===== config.mk =====
export PLATFORM = sky130hd
export DESIGN_NAME = fetch_stage_flat
export DESIGN_NICKNAME = d
export VERILOG_FILES = /design/src/rtl/fetch_if.sv /design/src/rtl/fetch_stage.sv /design/src/flat_wrapper.sv
export SDC_FILE = /design/constraint.sdc
export NUM_CORES = 1
export LEC_CHECK = 0
export CAP_MARGIN = 25
export CORE_MARGIN = 8
export CORE_UTILIZATION = 33
export DETAILED_ROUTE_END_ITERATION = 8
export PLACE_DENSITY_LB_ADDON = 0.12
export SYNTH_ARGS = -nofsm -noshare
export SYNTH_HDL_FRONTEND = slang
export SYNTH_SLANG_ARGS = --single-unit

===== constraint.sdc =====
create_clock -name clk -period 2.09 [get_ports clk]
set_clock_uncertainty 0.15 [all_clocks]
set_input_delay 0.209 -clock clk [delete_from_list [all_inputs] [get_ports clk]]
set_output_delay 0.209 -clock clk [all_outputs]
set_load 0.01 [all_outputs]

===== src/rtl/fetch_if.sv =====
// fetch_if: run-control, instruction-ROM and decode-side signals of the fetch stage
interface fetch_if #(
  parameter int D  = 12,
  parameter int W  = 9,
  parameter int CW = 16
);
  logic          start, stall, flush, pc_en, instr_valid, done;
  logic [D-1:0]  pc_in, imem_addr, instr_pc;
  logic [W-1:0]  imem_data, instr_out;
  logic [CW-1:0] fetch_count;
  modport master (
    output start, pc_in, stall, flush, imem_data,
    input  pc_en, imem_addr, instr_out, instr_pc, instr_valid, done, fetch_count
  );
  modport slave (
    input  start, pc_in, stall, flush, imem_data,
    output pc_en, imem_addr, instr_out, instr_pc, instr_valid, done, fetch_count
  );
endinterface


===== src/rtl/fetch_stage.sv =====
// fetch_stage: PC-driven ROM fetch absorbing 1-cycle ROM latency, with run control and delivered count
module fetch_stage #(
  parameter int           D       = 12,
  parameter int           W       = 9,
  parameter logic [W-1:0] HALT_OP = 9'h1FF,
  parameter int           CW      = 16
) (
  input logic    clk,
  input logic    rst_n,
  fetch_if.slave f
);
  typedef enum logic [1:0] {IDLE, RUN, HALT} state_t;
  state_t       state, state_nx;
  logic [D-1:0] req_pc_q;
  logic         req_valid_q, run, fl, halt_hit, kill;
  assign run      = state == RUN;
  // a start while running is a restart and behaves like a flush
  assign fl       = f.flush | (f.start & run);
  assign halt_hit = f.instr_valid & (f.instr_out == HALT_OP) & ~fl;
  assign kill     = fl | halt_hit;
  assign f.pc_en     = run & ~f.stall & ~halt_hit;
  assign f.imem_addr = f.stall ? req_pc_q : f.pc_in;
  always_comb begin
    state_nx = state;
    state_nx = halt_hit ? HALT : f.start ? RUN : state;
  end
  always_ff @(posedge clk)
    if (!rst_n) begin
      state         <= IDLE;
      req_pc_q      <= '0;
      req_valid_q   <= 1'b0;
      f.instr_out   <= '0;
      f.instr_pc    <= '0;
      f.instr_valid <= 1'b0;
      f.done        <= 1'b0;
      f.fetch_count <= '0;
    end else begin
      state <= state_nx;
      if (!f.stall) begin
        req_pc_q    <= f.pc_in;
        f.instr_out <= f.imem_data;
        f.instr_pc  <= req_pc_q;
      end
      req_valid_q   <= kill ? 1'b0 : f.stall ? req_valid_q : run;
      f.instr_valid <= kill ? 1'b0 : f.stall ? f.instr_valid : req_valid_q;
      f.done        <= halt_hit | (f.done & ~f.start);
      f.fetch_count <= f.start ? '0 :
                       (f.instr_valid & ~f.stall & ~f.flush & ~&f.fetch_count) ? f.fetch_count + 1'b1 :
                       f.fetch_count;
    end
endmodule


===== src/flat_wrapper.sv =====
// flat-port wrapper written by rule: the top's interface ports become plain ports
module fetch_stage_flat 
#(
  parameter int           D       = 12,
  parameter int           W       = 9,
  parameter logic [W-1:0] HALT_OP = 9'h1FF,
  parameter int           CW      = 16
)
  (clk, rst_n, f_start, f_pc_in, f_stall, f_flush, f_imem_data, f_pc_en, f_imem_addr, f_instr_out, f_instr_pc, f_instr_valid, f_done, f_fetch_count);
  fetch_if #(.D(D), .W(W), .CW(CW)) f_i ();
  input logic clk;
  input logic rst_n;
  input wire logic [$bits(f_i.start)-1:0] f_start;
  input wire logic [$bits(f_i.pc_in)-1:0] f_pc_in;
  input wire logic [$bits(f_i.stall)-1:0] f_stall;
  input wire logic [$bits(f_i.flush)-1:0] f_flush;
  input wire logic [$bits(f_i.imem_data)-1:0] f_imem_data;
  output wire logic [$bits(f_i.pc_en)-1:0] f_pc_en;
  output wire logic [$bits(f_i.imem_addr)-1:0] f_imem_addr;
  output wire logic [$bits(f_i.instr_out)-1:0] f_instr_out;
  output wire logic [$bits(f_i.instr_pc)-1:0] f_instr_pc;
  output wire logic [$bits(f_i.instr_valid)-1:0] f_instr_valid;
  output wire logic [$bits(f_i.done)-1:0] f_done;
  output wire logic [$bits(f_i.fetch_count)-1:0] f_fetch_count;
  assign f_i.start = f_start;
  assign f_i.pc_in = f_pc_in;
  assign f_i.stall = f_stall;
  assign f_i.flush = f_flush;
  assign f_i.imem_data = f_imem_data;
  assign f_pc_en = f_i.pc_en;
  assign f_imem_addr = f_i.imem_addr;
  assign f_instr_out = f_i.instr_out;
  assign f_instr_pc = f_i.instr_pc;
  assign f_instr_valid = f_i.instr_valid;
  assign f_done = f_i.done;
  assign f_fetch_count = f_i.fetch_count;
  fetch_stage #(.D(D), .W(W), .HALT_OP(HALT_OP), .CW(CW)) u_core (.clk(clk), .rst_n(rst_n), .f(f_i));
endmodule

After elaboration in Yosys (flattened, before gate mapping)
Index checks and enable logic that the tools add are counted.
{"block": "totals", "register_bits": 54, "latchBits": 0, "ram_bits": 0, "romBits": 0, "input_bits": 26, "output_inout_bits": 52, "memories": 0}
{"block": "op_classes", "add_sub_neg": 1, "mul": 0, "div": 0, "magnitude_cmp": 0, "n_eq_ne": 2, "shifts": 0, "muxes": 3, "bitwise_logic": 18, "n_reduce_logical": 6}
{"cell": "$add A16 B1 Y16 const B", "n": 1}
{"cell": "$reduce_and A16 Y1", "n": 1}
{"cell": "$mux W12", "n": 1}
{"cell": "$and A1 B1 Y1", "n": 9}
{"cell": "$eq A9 B9 Y1 const B", "n": 1}
{"cell": "$not A1 Y1", "n": 6}
{"cell": "$reduce_or A2 Y1", "n": 3}
{"cell": "$mux W2", "n": 2}
{"cell": "$or A1 B1 Y1", "n": 3}
{"cell": "$eq A2 B1 Y1 const B", "n": 1}
{"cell": "$reduce_bool A2 Y1", "n": 1}
{"cell": "$logic_not A1 Y1", "n": 1}

Logic depth before layout (Yosys ltp)
Gate-level depths: netlist (run 1).
{"block": "depth", "depth_word": 7, "mapped_depth": 6, "ltp_nobuf": 5}

Least setup slack after synthesis (run 1)
OpenSTA, ideal clock, no wires.
{"block": "synth_path", "path_type": "register to register", "start": "register u_core.f.instr_valid", "end": "register u_core.f.fetch_count[12]", "setup_time_ns": 0.071, "t_arrival_ns": 2.038, "setup_slack_ns": -0.169, "stages_incl_launch_ff": 6, "n_path_buf": 1, "path_cell_list": "dfxtp_1 or3b_1 buf_2 or4_4 or4_1 a21oi_1"}
{"block": "synth_via", "elab_chain_cells": 3}
{"item": "start: declaration", "line_no": "fetch_if.sv:17", "text": "output pc_en, imem_addr, instr_out, instr_pc, instr_valid, done, fetch_count"}
{"item": "start signal: assignment", "line_no": "fetch_stage.sv:45", "text": "f.instr_valid <= kill ? 1'b0 : f.stall ? f.instr_valid : req_valid_q;"}
{"item": "$and A1 B1 Y1 (3 in series)", "line_no": "fetch_stage.sv:48", "text": "(f.instr_valid & ~f.stall & ~f.flush & ~&f.fetch_count) ? f.fetch_count + 1'b1 :"}
{"item": "end signal: assignment", "line_no": "fetch_stage.sv:47", "text": "f.fetch_count <= f.start ? '0 :"}
{"item": "end: declaration", "line_no": "fetch_if.sv:17"}
Every way passes these cells.
A chain may end at the register's enable or synchronous reset.

Final worst setup path (run 1)
Ends and elaborated chain as after synthesis.

==> flow_metrics.tcl, run 1 <==
set metrics [dict create \
    worstPathArrival_ns 2.18 \
    drt_iter0_drc 58 \
    synth_most_common_cell "dfxtp_1" \
    synth_compound_area_share_pct 9.126 \
    cp_max_fo 5 \
    ios 78 \
    numClockSinks 54 \
    seq_area_frac_synth_pct 47.21 \
    max_slew.worst_pin.slew_ns 0.3518 \
    fin_total_pwr_w 0.001979 \
    power.density_nw_per_um2 579.0 \
    critPathKind "reg2reg" \
    r2r_cells 4 \
    multi_input_area_sq_um 1160 \
    cp-start-kind "flip-flop" \
    syn_area_sq_um 2290 \
    gp_congestion 0.7373 \
    syn_avg_cell_area_sq_um 9.580 \
    nFillCells 661 \
    seqCellArea_sq_um 1085 \
    diodes 0 \
    power_switching_w 0.0004825 \
    track_usage_pct 12.51 \
    htreeDepth 2 \
    rows 30 \
    drive_above_1_share_pct 15.63 \
    fin_hold_ws_ns 0.2056 \
    hold_path_end "u_core.f.fetch_count[4]" \
    fin_crit_ns 2.078 \
    synthAdderAreaFrac_pct 0.5464 \
    start_util_pct 33.89 \
    status "finished clean" \
    synth_seq_cells 54 \
    finalCoreUtilization_pct 50.59 \
    cp_data_required_time_ns 2.20 \
    dpl_worst_slack_ns -0.3207 \
    peakVddDrop_mv 0.3245 \
    timing.fmax_mhz 481.2 \
    path_clk_slew_ns 0.10 \
    die-area_sq_um 9860 \
    numCtsBuffers 5 \
    clock_path_buffers 2 \
    synth_warnings 0 \
    die_w_um 99.30 \
    p_leak_nw 1.354 \
    viasPerCell 4.998 \
    dp_hpwl_mm 4.462 \
    synthCells 239 \
    cts-root-buf "clkbuf_8" \
    insertion_delay_ns 0.31 \
    worst_slack_ns 0.01166 \
    wl_mm 5.912 \
    synth_cell_types 39 \
    grt_setup_unrepaired "yes" \
    max_slew_margin_pct 76.55 \
    grt_pass1_wl_mm 10.11 \
    fin_nets 365 \
    switching_share_pct 24.38 \
    io_buffers 77 \
    dr.pass1.iters 4 \
    synth_xor_xnor_area_share_pct 0 \
    cts_setup_buffers 0 \
    clockPowerShare_pct 31.9 \
    async_reset_ff_share_pct 0 \
    fin_crit_sh_pct 99.44 \
    min_path_cells 4 \
    coreArea_sq_um 6756 \
    synth_top_area_share_pct 47.21 \
    synth_nets 266 \
    hold_path.class "in2reg" \
    synth_top_family_by_area "simple AND/OR/NAND/NOR gates" \
    hold_violations 0 \
    r2r_end "u_core.f.fetch_count[12]" \
    vias 2094 \
    synth_edf_count 0 \
    area.growth.synth_to_final_pct 49.29 \
    slew_viol_final 0 \
    grt_pass1_vias 2147 \
    power.internal_w 0.001497 \
    setup_viol 0 \
    drv_cap 0 \
    r2r_slack_ns 0.01 \
    worstReg2RegStart "u_core.f.instr_valid" \
    wire_per_inst_um 14.11 \
    combPwrFrac_pct 13.5 \
    synth_commonest_cells "54 x dfxtp_1, 27 x nor2_1, 23 x mux2i_1, 15 x nand2_1, 14 x and2_1" \
    pwr-share-seq_pct 54.6 \
    overflow 0 \
    synth-simple-area-share_pct 24.59 \
    ant_nets 0 \
    ys_top_cells_by_area "dfxtp_1 47%, mux2i_1 10%, mux2_2 5.9%, nor2_1 4.4%, and2_1 3.8%" \
    drc 0 \
    synth_top_cell_by_area "dfxtp_1" \
    cts_tree "built" \
    muxShareOfSynthArea_pct 15.96 \
    die_y_um 99.30 \
    grt_max_degree 26 \
    hold_start "f_stall" \
    antenna_found_initial 0 \
    synth-main-ff-cell "dfxtp_1" \
    cp-end-kind "flip-flop" \
]
[worst max path at each step]
stage               cells past startpoint                  endpoint                 start
floorplan                               5  u_core.f.fetch_count[12]  u_core.f.instr_valid
global placement                        5  u_core.f.fetch_count[12]               f_flush
detailed placement                      5  u_core.f.fetch_count[12]               f_flush
CTS                                     4  u_core.f.fetch_count[12]  u_core.f.instr_valid
global route                            4  u_core.f.fetch_count[12]  u_core.f.instr_valid
finish                                  4  u_core.f.fetch_count[12]  u_core.f.instr_valid
[layout make-up]
class / count / share of cell area (%)
Clock inverter: 2 / 0.4758
Inverter: 4 / 0.4392
Tap cell: 80 / 2.928
Clock buffer: 6 / 2.416
Timing Repair Buffer: 103 / 28.07
Multi-Input combinational cell: 170 / 33.93
Sequential cell: 54 / 31.73
[registers in the layout (all words and copies together) (netlist names)]
name	flops
u_core.req_pc_q	12
u_core.f.instr_pc	12
u_core.state	2
u_core.req_valid_q	1
u_core.f.done	1
u_core.f.instr_out	9
u_core.f.fetch_count	16
u_core.f.instr_valid	1
[placed cells by master, fill, tap and decap left out, drive strengths merged, types with 5 or more instances in the layout]
cell type      synthesis  final
or4                    6      6
and2                  14     14
nand3                  7      7
inv                    4      5
clkbuf                 8      6
mux2i                 23     23
a21oi                  8      8
o211ai                 5      5
or3                    7      7
nor2                  27     27
buf                    3     27
nand2                 15     15
dfxtp                 54     54
and4                   6      6
nand4                  7      7
mux2                  12     12
clkdlybuf4s50          0     75
nor3                   5      5
o21ai                  5      5
[per-layer routing]
layer  routed length, um  vias up  GRT usage (%)
met5                   0        -              0
met1                2607      962          13.94
met2                2675       62          20.09
li1                    -     1068              -
met3                 598        2          6.983
met4                  30        0          3.260
[stage by stage]
stage	cell area, sq um	cells	setup TNS, ns
6_report	3418	419	0
5_1_grt	3418	419	-0.04383
4_1_cts	3411	419	-0.005081
3_5_place_dp	3311	411	-0.9920
3_3_place_gp	3311	411	-0.8336
2_1_floorplan	2293	239	-0.09642
[power groups by stage]
stage / logic, W / registers, W / clock network (W)
5_1_grt: 0.000292 / 0.00109 / 0.000698
4_1_cts: 0.000273 / 0.00108 / 0.000655
3_3_place_gp: 0.000271 / 0.00110 / 0
6_report: 0.000268 / 0.00108 / 0.000631
3_5_place_dp: 0.000272 / 0.00110 / 0
2_1_floorplan: 0.000108 / 0.00111 / 0
[worst max-delay path, cell delays in order, from the launching register on]
cell and delay, ns:
dfxtp_4 0.35, or3b_4 0.37, or4_4 0.55, or4_4 0.49, a21oi_2 0.11
[kinds of logic (layout without fill, tap and decap cells)]
group                      Yosys count  count (layout)
AOI/OAI and AO/OA                   31              31
buffers and inverters               15             115
adders and majority gates            1               1
DFF                                 54              54
muxes                               35              35
and+or+nand+nor                    103             103
[timing repair]
action / 4_1_cts / 5_1_grt
endpoints found under the setup margin: 2 / 1
hold buffers: 0 / 0
pin swaps: 0 / 1
gates resized for setup: 2 / 2
hold endpoints to repair: 0 / 0
cloned: 0 / 0
Note: power is estimated with default switching activity, not from simulation.
==> run 2, diff against run 1 <==
- CTS_CLUSTER_DIAMETER: not set -> 200
- SETUP_SLACK_MARGIN: not set -> 0.5
==> flow_metrics.tcl, run 2 (synthesized netlist as in run 1, its figures left out) <==
set metrics [dict create \
    status "complete, but fails checks" \
    violations "negative setup slack" \
    hold_start "f_stall" \
    cts-root-buf "clkbuf_8" \
    final_common_cell "dfxtp_1" \
    io_buffers 77 \
    fin_nets 380 \
    r2r_end "u_core.f.fetch_count[12]" \
    wire_per_inst_um 15.23 \
    cp-start-kind "flip-flop" \
    p_leak_nw 1.773 \
    antenna_found_initial 0 \
    slew_viol_final 0 \
    path_cells "or3b_4 > or4_4 > or4_4 > a21oi_2" \
    cts_tree "built" \
    grt_max_degree 24 \
    r2r_cells 4 \
    max_slew_margin_pct 79.40 \
    path_clk_slew_ns 0.11 \
    postLayoutCellArea_sq_um 3760 \
    largest-register "u_core.f.fetch_count" \
    finalCoreUtilization_pct 55.65 \
    grt_setup_unrepaired "yes" \
    hold_path.class "in2reg" \
    drv_cap 0 \
    diodes 0 \
    grt_pass1_vias 2188 \
    startpoint "u_core.f.instr_valid" \
    grt_pass1_wl_mm 10.58 \
    largest_register_ffs 16 \
    area.growth.synth_to_final_pct 64.21 \
    dr.pass1.iters 4 \
    die-area_sq_um 9860 \
    die_w_um 99.30 \
    crit_slowest_cell "or4_4" \
    r2r_slack_ns -0.04 \
    peakVddDrop_mv 0.3516 \
    overflow 0 \
    cp_data_required_time_ns 2.19 \
    crit_top_cell "or4_4" \
    drt_iter0_drc 54 \
    numCtsBuffers 5 \
    fin_hold_ws_ns 0.2341 \
    hold_path_end "u_core.req_valid_q" \
    ios 78 \
    max_stage_delay_ns 0.54 \
    timing.fmax_mhz 469.9 \
    drc 0 \
    gp_congestion 0.7371 \
    largest_registers "u_core.f.fetch_count x16, u_core.f.instr_pc x12, u_core.req_pc_q x12" \
    vias 2173 \
    htreeDepth 2 \
    dp_hpwl_mm 4.463 \
    critPathKind "reg2reg" \
    ant_nets 0 \
    insertion_delay_ns 0.32 \
    numClockSinks 54 \
    cp_max_fo 4 \
    ctsHoldBuffers 0 \
    track_usage_pct 13.26 \
    hold_violations 0 \
    fin_crit_sh_pct 101.8 \
    power.density_nw_per_um2 550.3 \
    fin_crit_ns 2.128 \
    mostFrequentLayoutCells "42 x dfxtp_1, 32 x dlygate4sd2_1, 27 x nor2_1, 26 x buf_4, 26 x clkdlybuf4s50_1" \
    rows 30 \
    coreArea_sq_um 6756 \
    clock_path_buffers 2 \
    wl_mm 6.610 \
    worst_slack_ns -0.03828 \
    fin_total_pwr_w 0.002069 \
    worstReg2RegStart "u_core.f.instr_valid" \
    max_slew.worst_pin.slew_ns 0.3082 \
    min_path_cells 5 \
    viasPerCell 5.007 \
    die_y_um 99.30 \
    place_area_sq_um 3333 \
    drive_above_1_share_pct 29.66 \
    worstPathArrival_ns 2.23 \
    cp-end-kind "flip-flop" \
    nFillCells 643 \
    start_util_pct 33.89 \
    setup_viol 2 \
]
[run 2: cell types whose count changed in the layout (fill, tap and decap cells not counted), sizes merged, moves of 6 or more]
cell           delta
buf              +19
dlymetal6s2s      +6
dlygate4sd2      +31
clkdlybuf4s15     +6
clkdlybuf4s50    -49
[run 2: worst max path at each step]
stage | to | depth (start not counted)
after floorplan | u_core.f.fetch_count[12] | 5
after global placement | u_core.f.fetch_count[12] | 5
after detailed placement | u_core.f.fetch_count[12] | 5
after CTS | u_core.f.fetch_count[12] | 4
after global routing | u_core.f.fetch_count[12] | 4
final | u_core.f.fetch_count[12] | 4
[run 2: cell type report]
type	instances	area [sq um]	share of cell area, %
clock buffer	6	72.57	1.930
clock inverter	2	38.79	1.032
timing repair buffer	118	1130	30.05
sequential	54	1104	29.35
multi-input combinational	170	1300	34.58
tap	80	100.1	2.662
inverter	4	15.01	0.3993
[run 2: layer usage]
layer	vias to the layer above	track usage, %	wire [um]
met5	-	0	0
met4	0	3.725	62
met3	5	6.425	556
met2	55	21.07	3101
met1	1012	15.45	2889
li1	1101	-	-
[run 2: report_power, final]
group / leakage [nW] / switching (W) / internal, W / total, W
registers: 0.447 / 0.0000184 / 0.00106 / 0.00108
logic: 1.27 / 0.000114 / 0.000157 / 0.000271
clock network: 0.0554 / 0.000360 / 0.000361 / 0.000721
[run 2: critical path: cells and delay by family, from the launching register on]
family          cells  cell delay [ns]
flops               1             0.35
compound gates      1             0.14
simple gates        3             1.41
[run 2: what timing repair did]
action	CTS	global route
endpoints found under the setup margin	61	32
endpoints found under the hold margin	0	0
resized for setup	91	41
setup buffers	8	7
cloned	2	0
pin swaps	19	11
[run 2: through the flow]
step | std cells | setup WS (ns) | TNS [ns]
final | 434 | -0.03828 | -0.04373
after global routing | 434 | -0.09604 | -0.1958
after CTS | 427 | -0.03998 | -0.03998
after detailed placement | 409 | -0.3424 | -1.057
after global placement | 409 | -0.3115 | -0.9309
after floorplan | 239 | -0.09594 | -0.09594
==> run 3, diff against run 2 <==
- RECOVER_POWER: not set -> 100
- SLEW_MARGIN: not set -> 15
==> flow_metrics.tcl, run 3 (synthesized netlist as in run 1, its figures left out) <==
set metrics [dict create \
    place_area_sq_um 3333 \
    htreeDepth 2 \
    dp_hpwl_mm 4.463 \
    switching_share_pct 23.83 \
    numCtsBuffers 5 \
    grt_max_degree 24 \
    postLayoutCellArea_sq_um 3709 \
    coreArea_sq_um 6756 \
    crit_slowest_cell "or4_4" \
    power.internal_w 0.001568 \
    peakVddDrop_mv 0.3515 \
    largest-register "u_core.f.fetch_count" \
    crit_top_cell "or4_4" \
    ant_nets 0 \
    p_leak_nw 1.645 \
    area.growth.synth_to_final_pct 61.97 \
    wl_mm 6.610 \
    critPathTopFamily "simple AND/OR/NAND/NOR gates" \
    pwr-share-seq_pct 52.3 \
    drv_cap 0 \
    diodes 0 \
    cp_max_fo 4 \
    status "complete, but fails checks" \
    path_clk_slew_ns 0.11 \
    ios 78 \
    combPwrFrac_pct 12.7 \
    fin_crit_ns 2.129 \
    clock_path_buffers 2 \
    ctsHoldBuffers 0 \
    cts_tree "built" \
    insertion_delay_ns 0.32 \
    final_common_cell "dfxtp_1" \
    io_buffers 77 \
    worst_slack_ns -0.03886 \
    gp_congestion 0.7371 \
    largest_registers "u_core.f.fetch_count x16, u_core.f.instr_pc x12, u_core.req_pc_q x12" \
    path_buf_inv 0 \
    critPathKind "reg2reg" \
    worstPathArrival_ns 2.23 \
    drc 0 \
    max_slew.worst_pin.slew_ns 1.127 \
    timing.fmax_mhz 469.7 \
    die_y_um 99.30 \
    dpl_worst_slack_ns -0.3424 \
    fin_total_pwr_w 0.002058 \
    fin_nets 380 \
    vias 2177 \
    power.density_nw_per_um2 555.0 \
    overflow 0 \
    power_switching_w 0.0004905 \
    hold_path.class "in2reg" \
    track_usage_pct 13.26 \
    numClockSinks 54 \
    grt_pass1_vias 2188 \
    cp-end-kind "flip-flop" \
    fin_crit_sh_pct 101.9 \
    die_w_um 99.30 \
    cp-start-kind "flip-flop" \
    largest_register_ffs 16 \
    mostFrequentLayoutCells "46 x dfxtp_1, 32 x dlygate4sd2_1, 27 x nor2_1, 25 x buf_4, 25 x clkdlybuf4s50_1" \
    max_stage_delay_ns 0.54 \
    clockPowerShare_pct 35.0 \
    start_util_pct 33.89 \
    path_cells "or3b_4 > or4_4 > or4_4 > a21oi_2" \
    max_slew_margin_pct 24.86 \
    viasPerCell 5.016 \
    slew_viol_final 0 \
    hold_violations 0 \
    cts-root-buf "clkbuf_8" \
    grt_pass1_wl_mm 10.58 \
    drt_iter0_drc 47 \
    antenna_found_initial 1 \
    wire_per_inst_um 15.23 \
    cp_data_required_time_ns 2.19 \
    die-area_sq_um 9860 \
    grt_setup_unrepaired "yes" \
    rows 30 \
    nFillCells 656 \
    setup_viol 2 \
    drive_above_1_share_pct 26.84 \
    r2r_slack_ns -0.04 \
    dr.pass1.iters 4 \
    violations "negative setup slack" \
]
[run 3: worst paths after layout]
path / depth (start not counted) / from / to
setup / recovery: 4 / u_core.f.instr_valid / u_core.f.fetch_count[12]
hold / removal: 4 / f_stall / u_core.f.instr_valid
setup reg to reg: 4 / u_core.f.instr_valid / u_core.f.fetch_count[12]
hold reg to reg: 1 / u_core.f.done / u_core.f.done
[run 3: power groups by stage]
stage / registers [W] / logic (W) / clock network [W]
2_1_floorplan: 0.00111 / 0.000109 / 0
3_3_place_gp: 0.00110 / 0.000271 / 0
3_5_place_dp: 0.00110 / 0.000271 / 0
4_1_cts: 0.00108 / 0.000269 / 0.000743
5_1_grt: 0.00108 / 0.000286 / 0.000788
6_report: 0.00108 / 0.000261 / 0.000720
[run 3: what timing repair did]
action | 4_1_cts | 5_1_grt
gates cloned | 2 | 0
buffers inserted | 8 | 7
pin swaps | 19 | 11
gates resized for setup | 91 | 41
endpoints found under the setup margin | 61 | 32
[run 3: worst register-to-register path, cell delays in order, from the launching register on]
cell and delay [ns]:
dfxtp_4 0.35, or3b_4 0.38, or4_4 0.54, or4_4 0.49
a21oi_2 0.14
[run 3: layout make-up]
| type | count | area, sq um | share of cell area [%] |
|---|---|---|---|
| tap | 80 | 100.1 | 2.699 |
| inverter | 4 | 15.01 | 0.4049 |
| timing repair buffer | 118 | 1084 | 29.22 |
| sequential | 54 | 1099 | 29.62 |
| multi-input combinational | 170 | 1300 | 35.05 |
| clock inverter | 2 | 38.79 | 1.046 |
| clock buffer | 6 | 72.57 | 1.957 |
[run 3: metrics by stage]
| step | hold slack [ns] | TNS [ns] | instances | utilization (%) |
|---|---|---|---|---|
| after detailed placement | 0.3261 | -1.057 | 409 | 49.33 |
| final | 0.3029 | -0.04464 | 434 | 54.89 |
| after CTS | 0.2327 | -0.03998 | 427 | 53.19 |
| after global placement | 0.3143 | -0.9309 | 409 | 49.33 |
| after floorplan | 0.1807 | -0.09594 | 239 | - |
| after global routing | 0.3029 | -0.4856 | 434 | 54.89 |
[run 3: per-layer routing]
metal | vias to the layer above | wire, um | global-route usage, %
li1 | 1101 | - | -
met1 | 1012 | 2893 | 15.45
met2 | 55 | 3090 | 21.07
met3 | 7 | 549 | 6.425
met4 | 2 | 68 | 3.725
met5 | - | 8 | 0
